--- config.mk ---
export PLATFORM = sky130hd
export DESIGN_NAME = serial_add_engine
export DESIGN_NICKNAME = d
export VERILOG_FILES = /design/src/rtl/serial_add_engine.sv
export SDC_FILE = /design/constraint.sdc
export NUM_CORES = 1
export LEC_CHECK = 0
export CORE_UTILIZATION = 25
export DETAILED_ROUTE_END_ITERATION = 7
export GPL_TIMING_DRIVEN = 1
export PLACE_DENSITY = 0.47
export SETUP_SLACK_MARGIN = 0.05
export SLEW_MARGIN = 20
export SYNTH_ARGS = -nofsm -noshare
export SYNTH_HDL_FRONTEND = slang
export SYNTH_SLANG_ARGS = --single-unit
--- constraint.sdc ---
create_clock -name clk -period 2.22 [get_ports clk]
set_input_delay 0.444 -clock clk [delete_from_list [all_inputs] [get_ports clk]]
set_output_delay 0.444 -clock clk [all_outputs]
set_load 0.01 [all_outputs]
--- src/rtl/serial_add_engine.sv ---
// rtl/serial_add_engine.sv - bit-serial adder front end, LSB-first sum stream
// Loads two parallel operands plus carry-in, then emits one sum bit per clock.
module serial_add_engine #(
    parameter int WIDTH = 4,
    localparam int CNT_W = $clog2(WIDTH + 1)
) (
    input  logic             clk,
    input  logic             reset,
    input  logic             start,
    input  logic [WIDTH-1:0] a_in,
    input  logic [WIDTH-1:0] b_in,
    input  logic             cin,
    output logic             busy,
    output logic             sum_bit,
    output logic             sum_valid,
    output logic             cout,
    output logic             done
);

    typedef enum logic {
        IDLE = 1'b0,
        RUN  = 1'b1
    } state_t;

    state_t             state_q, state_d;
    logic [WIDTH-1:0]   a_sr_q, a_sr_d;
    logic [WIDTH-1:0]   b_sr_q, b_sr_d;
    logic               carry_q, carry_d;
    logic [CNT_W-1:0]   cnt_q, cnt_d;
    logic               busy_q, busy_d;
    logic               sum_bit_q, sum_bit_d;
    logic               sum_valid_q, sum_valid_d;
    logic               cout_q, cout_d;
    logic               done_q, done_d;
    logic               maj;

    assign maj = (a_sr_q[0] & b_sr_q[0]) | (a_sr_q[0] & carry_q) | (b_sr_q[0] & carry_q);

    always_comb begin
        state_d     = state_q;
        a_sr_d      = a_sr_q;
        b_sr_d      = b_sr_q;
        carry_d     = carry_q;
        cnt_d       = cnt_q;
        busy_d      = busy_q;
        sum_bit_d   = sum_bit_q;
        sum_valid_d = 1'b0;
        cout_d      = cout_q;
        done_d      = 1'b0;

        case (state_q)
            IDLE: begin
                busy_d = 1'b0;
                if (start) begin
                    a_sr_d  = a_in;
                    b_sr_d  = b_in;
                    carry_d = cin;
                    cnt_d   = '0;
                    cout_d  = 1'b0;
                    busy_d  = 1'b1;
                    state_d = RUN;
                end
            end
            RUN: begin
                sum_bit_d   = a_sr_q[0] ^ b_sr_q[0] ^ carry_q;
                carry_d     = maj;
                a_sr_d      = a_sr_q >> 1;
                b_sr_d      = b_sr_q >> 1;
                sum_valid_d = 1'b1;
                cnt_d       = cnt_q + CNT_W'(1);
                // Last bit: carry out of the MSB becomes the final cout.
                if (cnt_q == CNT_W'(WIDTH - 1)) begin
                    cout_d  = maj;
                    done_d  = 1'b1;
                    busy_d  = 1'b0;
                    state_d = IDLE;
                end
            end
            default: state_d = IDLE;
        endcase
    end

    always_ff @(posedge clk) begin
        if (reset) begin
            state_q     <= IDLE;
            a_sr_q      <= '0;
            b_sr_q      <= '0;
            carry_q     <= 1'b0;
            cnt_q       <= '0;
            busy_q      <= 1'b0;
            sum_bit_q   <= 1'b0;
            sum_valid_q <= 1'b0;
            cout_q      <= 1'b0;
            done_q      <= 1'b0;
        end else begin
            state_q     <= state_d;
            a_sr_q      <= a_sr_d;
            b_sr_q      <= b_sr_d;
            carry_q     <= carry_d;
            cnt_q       <= cnt_d;
            busy_q      <= busy_d;
            sum_bit_q   <= sum_bit_d;
            sum_valid_q <= sum_valid_d;
            cout_q      <= cout_d;
            done_q      <= done_d;
        end
    end

    assign busy      = busy_q;
    assign sum_bit   = sum_bit_q;
    assign sum_valid = sum_valid_q;
    assign cout      = cout_q;
    assign done      = done_q;

endmodule

Word level (Yosys, flattened, before mapping)
Index checks and enable logic that the tools add are counted.
- bits in registers: 18
- input port bits: 12
- $add $sub $neg: 1
- eq/ne operators: 3
- multiplexer cells: 18
- bitwise operators: 8
- reductions and logical operators: 2
- operator list (operator ; number):
    $pmux W4 S2 ; 2
    $mux W1 ; 8
    $mux W4 ; 2
    $pmux W1 S2 ; 4
    $pmux W3 S2 ; 1
    $add A3 B1 Y3 const B ; 1
    $and A1 B1 Y1 ; 3
    $eq A3 B2 Y1 const B ; 1
    $mux W3 ; 1
    $ne A2 B1 Y1 const B ; 1
    $ne A2 B2 Y1 const B ; 1
    $or A1 B1 Y1 ; 2
    $reduce_and A2 Y1 ; 1
    $reduce_or A2 Y1 ; 1
    $xor A1 B1 Y1 ; 2
    $not A1 Y1 ; 1

Longest topological paths before layout
- depth after elaboration: 5
- mapped depth: 4
- gate-level depth less buffers: 4

Least setup slack after synthesis
Ideal clock, no wire load.
- path type: register to register
- start point: register cnt_q[0]
- end point: register cout_q, in the netlist cout
- setup time: 0.092 ns
- arrival: 1.147 ns
- data required time: 2.128 ns
- setup slack: 0.981 ns
- stages on the path, launching flop included: 5
- path buffers: 0
- period minus slack after synthesis: 1.239 ns
- cell sequence: dfxtp_1 ha_1 ha_1 mux2_1 o32ai_1
- longest elaborated chain between the ends: 3
- ends and longest elaborated chain (element ; line ; source):
    start, declared ; 29 ; logic [CNT_W-1:0] cnt_q, cnt_d;
    start signal, assigned ; 100 ; cnt_q <= cnt_d;
    $eq A3 B2 Y1 ; 72 ; if (cnt_q == CNT_W'(WIDTH - 1)) begin
    $ne A2 B1 Y1 (no line) ; n/a ;
    $reduce_and A2 Y1 (no line) ; n/a ;
    end signal, assigned ; 104 ; cout_q <= cout_d;
    end, declared ; 33 ; logic cout_q, cout_d;
No other way between the ends.
A chain may end at the register's enable or synchronous reset.

Worst setup path after layout
- start point: register sum_bit_q, in the netlist sum_bit
- end point: output sum_bit
- RTL lines (element ; line ; source):
    start, declared ; 31 ; logic sum_bit_q, sum_bit_d;
    start signal, assigned ; 102 ; sum_bit_q <= sum_bit_d;
    end, declared ; 14 ; output logic sum_bit,
No word-level cell between the ends.

==> results.md <==
- Reg-to-reg endpoint: carry_q
- Die X: 58.5 um
- CTS tree: built
- TritonCTS buffer count: 3
- CTS resizes: 0
- Outcome: finished, final reports clean
- # Max-Cap Violations: 0
- Crit-path max cell delay: 0.53 ns
- Most frequent cells in the layout: 18 x dfxtp_1, 16 x clkdlybuf4s50_1, 10 x mux2i_1
- Clock tree buffer depth: 2
- Initial DRT Pass Iterations: 3
- Startpoint class of the critical path: flop
- Peak supply drop: 0.000142 V
- Setup crit end: sum_bit
- CP cell instances: clkdlybuf4s50_1
- Number of global-route vias before repair: 591
- CP Capture Type: output pin
- Cell Area, Synth: 798 sq um
- Avg Inst Size Synth: 10.5 sq um
- Fin crit period: 1.61 ns
- Netlist cell types: 20
- Mapped Cells: 76
- Crit path max-delay family: buffers and inverters
- Number of routed nets with antenna violations: 0
- Routed length per instance: approximately 10 um
- Post-DP HPWL: 952 um
- Syn Nets: 91
- Top cells by area, synth: dfxtp_1 45%, mux2i_1 13%, a211oi_1 6.6%
- RSZ-0062 raised after global routing: false
- WP data required: 1.78 ns
- Die Footprint: 0.00342 sq mm
- Average via count per standard cell: ~4.3
- Clock share of power: about 31%
- Core ar.: 0.00305 sq mm
- Post-CTS Setup Repair Bufs: 0
- Initial Utilization: about a quarter
- Max-slew headroom: about half
- Total gr overflow: 0
- Sink Count: 18
- Antenna diodes: 0
- Worst Max-Slew Pin Slew: ~0.72 ns
- Sw frac: 23.9%
- Pwr dens: 637 mW/mm^2
- Nets: 109
- Sw Pwr: 157 uW
- Slowest stage cell, crit path: clkdlybuf4s50_1
- CTS clk-pin slew, worst paths: 0.11 ns
- Fill cell count: between 300 and 400
- CTS root buf: clkbuf_4
- Flop2flop setup slack: 0.71 ns
- Flop pwr share: 55.2%
- WS Path Type: flop to output pin
- Gr usage total: 9.67%
- Synth top area share: 45.1%
- Total Power: 655 uW
- Crit path depth: 1
- Hold Vio Cnt, Final: 0
- Pin count of the biggest net entering global routing: 24
- Drt drc: 0
- Io pins: 17
- Share of layout cells above drive strength 1: under 10%
- Int Pwr: around 500 uW
- Setup TNS: 0 ns
- Leak pwr: 0.000389 uW
- Die Ht: 58.5 um
- CP Max Fanout: 2
- Comb pwr share: 14.1%
- Yosys top cell by area: dfxtp_1
- HP Class: flop to flop
- CP startpoint: sum_bit
- Register bit total from synthesis: 18
- Critical Path AT: 1.17 ns
- Rows: 20
- Layout area overhead: 28.7%
- Vias: 584
- Hold Buf Count CTS: 0
- Post-route clock period utilization: 72.5%
- RR Startpoint: state_q
- Worst Skew: 0.00797 ns
- Max Transition Viols Final: 0
- Iteration-0 DRC Markers: 10
- Most common cell after layout, fill and taps aside: dfxtp_1
- Clock latency at the later pin of the worst-skew pair: about 0.29 ns
- Worst path bufs/invs: 1
- CTS HTree Levels: 1
- RD Place Congestion: 0.635
- Port bufs: 16
- Total Wirelength: 1420 um
- Max Fclk: about 620 MHz
- First-pass GRT wire length: 2460 um
- HP Start: cout
- Register area share after synthesis: 45.1%
- Ys Warns: 0
- Initial antenna violation count: 0
- Final setup fails: 0
- Reg2reg path depth: 2
per-stage QoR:
stage / instance area [sq um] / std cells / hold WS [ns] / setup slack (ns) / util, %
2_1_floorplan: 798 / 76 / 0.486 / 0.981 / -
3_3_place_gp: 991 / 133 / 0.462 / 0.584 / 32.5
3_5_place_dp: 991 / 133 / 0.473 / 0.551 / 32.5
4_1_cts: 1030 / 137 / 0.489 / 0.585 / 33.6
5_1_grt: 1030 / 137 / 0.519 / 0.546 / 33.6
6_report: 1030 / 137 / 0.486 / 0.611 / 33.6
layout make-up:
cell class                      count  area, sq um  area share [%]
Multi-Input combinational cell     50          389            37.9
Timing Repair Buffer               18          175            17.1
Tap cell                           44         55.1            5.36
Clock buffer                        4         36.3            3.53
Inverter                            3         11.3            1.10
Sequential cell                    18          360            35.1
power by group through the flow:
stage / registers, uW / logic, uW / clock network (uW)
after floorplan: 362 / 61.7 / 0
after global placement: 368 / 92.5 / 0
after detailed placement: 368 / 93.6 / 0
after CTS: 361 / 93.5 / 214
after global routing: 364 / 104 / 226
final: 361 / 92.0 / 202
how the worst min path moves through the flow:
| stage | endpoint | slack, ns | cells after the start |
|---|---|---|---|
| after floorplan | a_sr_q[0] | 0.49 | 2 |
| after global placement | cout | 0.46 | 2 |
| after detailed placement | cout | 0.47 | 2 |
| after CTS | cout | 0.49 | 2 |
| after global routing | cout | 0.52 | 2 |
| final | cout | 0.49 | 2 |
worst reg2reg max path, delay by kind of cell (launching register included):
kind,cells,cell delay (ns)
AOI/OAI and AO/OA,1,0.29
buffers and inverters,1,0.34
DFF,1,0.80
state kept, by name, summed over array words and instances (netlist names):
signal and count:
sum_valid 1, carry_q 1, a_sr_q 4, b_sr_q 4, state_q 1, sum_bit 1, done 1, busy 1
cnt_q 3, cout 1
synthesized netlist by cell type (all sizes together):
| cell type | count |
|---|---|
| ha | 2 |
| fa | 1 |
| mux2 | 1 |
| a211oi | 8 |
| nand2 | 2 |
| nand3b | 1 |
| inv | 3 |
| nor3 | 2 |
| a21oi | 4 |
| nor2b | 7 |
| nor2 | 4 |
| buf | 5 |
| o32ai | 1 |
| nand2b | 4 |
| mux2i | 10 |
| dfxtp | 18 |
| or3b | 3 |
cells by family after synthesis:
group / synth area share, %
AO/OA/AOI/OAI: 12.2
adder cells (fa/ha/maj): 5.64
buffers and inverters: 6.11
flip-flops: 45.1
multiplexers: 14.0
AND/OR/NAND/NOR: 16.9
metal layers:
metal  track usage, %  vias to the layer above  part of all wire, %
li1                 -                      300                    -
met3             1.98                        2                  2.4
met1             11.1                      272                   48
met2             15.9                       10                   48
met4             7.14                        0                  1.6
met5                0                        -                    0
(Power assumes the default switching activity.)
==> RTL change, RTL diff (same flow settings) <==
The parameter `WIDTH` goes from 4 to 2.
--- a/src/rtl/serial_add_engine.sv
+++ b/src/rtl/serial_add_engine.sv
@@ -1,7 +1,7 @@
 // rtl/serial_add_engine.sv - bit-serial adder front end, LSB-first sum stream
 // Loads two parallel operands plus carry-in, then emits one sum bit per clock.
 module serial_add_engine #(
-    parameter int WIDTH = 4,
+    parameter int WIDTH = 2,
     localparam int CNT_W = $clog2(WIDTH + 1)
 ) (
     input  logic             clk,
Ports: changed (resized a_in and b_in); port bits go from 17 to 13. No check against the original RTL was run, so the function may have changed too.
==> RTL change against the unedited design <==
  * Die area down 27%
  * Power decreased by 26%
  * Setup slack improved by 0.024 ns
  * Synthesized area is 28% lower
  * Cell area down 28%
  * Synthesized cell count shrank 30%
  * Utilization rose by 0.22 points
  * Sequential cell count decreased by 5
  * First-iteration DRC count down 90%
  * Routed wire length shrank 25%
  * Largest cell class unchanged
  * Highest routed layer unchanged
==> RTL change: results <==
[clock_network]
numCtsBuffers = 3
cts.clk_slew.worst_paths_ns = 0.08
cts_setup_buffers = 0
cts_buffer_depth = 2
clk_latency_ns = 0.27

[timing]
hold_slack_ns = 0.4905
clock_skew_ns = 0.006012
hold_violations = 0
tightest_slew_ns = 0.5808

[hold_path]
hold_path_depth = 2
hold_path.class = "register to register"

[worst_setup_path]
crit_path_top_delay_cell = "clkdlybuf4s50_1"
r2r_cells = 2
cpPeakStageDelay_ns = 0.53
worstPathArrival_ns = 1.14
crit_family = "buffers and inverters"
cp_max_fo = 2
reg2reg_slack_ns = 0.93

[power]
peakVddDrop_uv = 380.2
p_leak_nw = 0.2743

[synth]
ys_seq_area_share_pct = 45.12
async_flop_share_pct = 0
synth.distinct_cells = 22
synth_warnings = 0
syn_nets = 63
ys_top_cells_by_area = "dfxtp_1 45%, mux2i_1 10%, a211oi_2 6.5%, nand2b_1 4.3%, fa_1 3.5%"
synth_commonest_cells = "13 x dfxtp_1, 6 x mux2i_1, 4 x nand2b_1, 4 x nor2_1"
synth_flop_cell = "dfxtp_1"

[drt]
firstDrtPassIters = 2
wl_per_cell_um = 11.15
drtIter0Drc = 1
vias = 415

[place]
hpwl_um = 728.9
io_buffer_count = 12
gp_congestion = 0.6909

[global_routing]
grt_max_degree = 18
grtUsageTotal_pct = 10.16
antenna_found_initial = 0
grt_pass1_wl_um = 1814
grt_pass1_vias = 406

[layout]
reg_top3 = "a_sr_q (2), b_sr_q (2), cnt_q (2)"
drive_above_1_share_pct = 14.93
fill_cells = 238
layout.nets = 78
n_antenna_cell = 0

[outcome]
status = "finished, final reports clean"
RTL change: changes by cell type in the layout (fill, tap and decap cells not counted), moves of 2 or more:
cell             change
mux2i_1              -4
nor2b_1              -4
a211oi_1             -6
dfxtp_1              -5
clkdlybuf4s50_1      -4
a211oi_2             +2
RTL change: kinds of logic after synthesis:
logic type / synth area share, %
muxes: 12.36
AOI/OAI and AO/OA: 13.89
buffers and inverters: 6.073
and+or+nand+nor: 16.92
adders and majority gates: 5.640
DFF: 45.12
RTL change: worst paths after layout:
path                                    startpoint                 to
worst min register to register   busy$_SDFFE_PP0P_  busy$_SDFFE_PP0P_
worst max-delay path             cout$_SDFFE_PP0P_               cout
worst min-delay path             busy$_SDFFE_PP0P_  busy$_SDFFE_PP0P_
worst max register to register  state_q$_SDFF_PP0_  cout$_SDFFE_PP0P_
RTL change: through the flow:
| step | std cells | util [%] | instance area, sq um | setup slack, ns |
|---|---|---|---|---|
| floorplan | 53 | - | 576.8 | 1.111 |
| global placement | 91 | 32.67 | 715.7 | 0.4694 |
| CTS | 95 | 33.87 | 742.0 | 0.6179 |
| detailed placement | 91 | 32.67 | 715.7 | 0.4534 |
| finish | 95 | 33.87 | 742.0 | 0.6345 |
| global route | 95 | 33.87 | 742.0 | 0.5645 |
RTL change: per-layer routing:
metal  share of wire (%)  up-vias  track usage, %
met5                   0        -               0
met4                 1.1        0           4.286
met3                 5.8        2           5.864
met2                  44       10           15.56
met1                  49      195           11.32
li1                    -      208               -
RTL change: power breakdown:
part           internal [mW]  switching, mW  total, mW
Clock                 0.0696         0.0768      0.146
Combinational         0.0438         0.0308     0.0746
Sequential             0.248         0.0142      0.262
Total                  0.361          0.122      0.483
RTL change: final cells by class:
cell class,count,share of cell area [%]
repair buffers,13,17.20
well taps,28,4.722
multi-input cells,34,37.94
inverters,3,1.518
clock buffers,4,3.541
flip-flops and latches,13,35.08
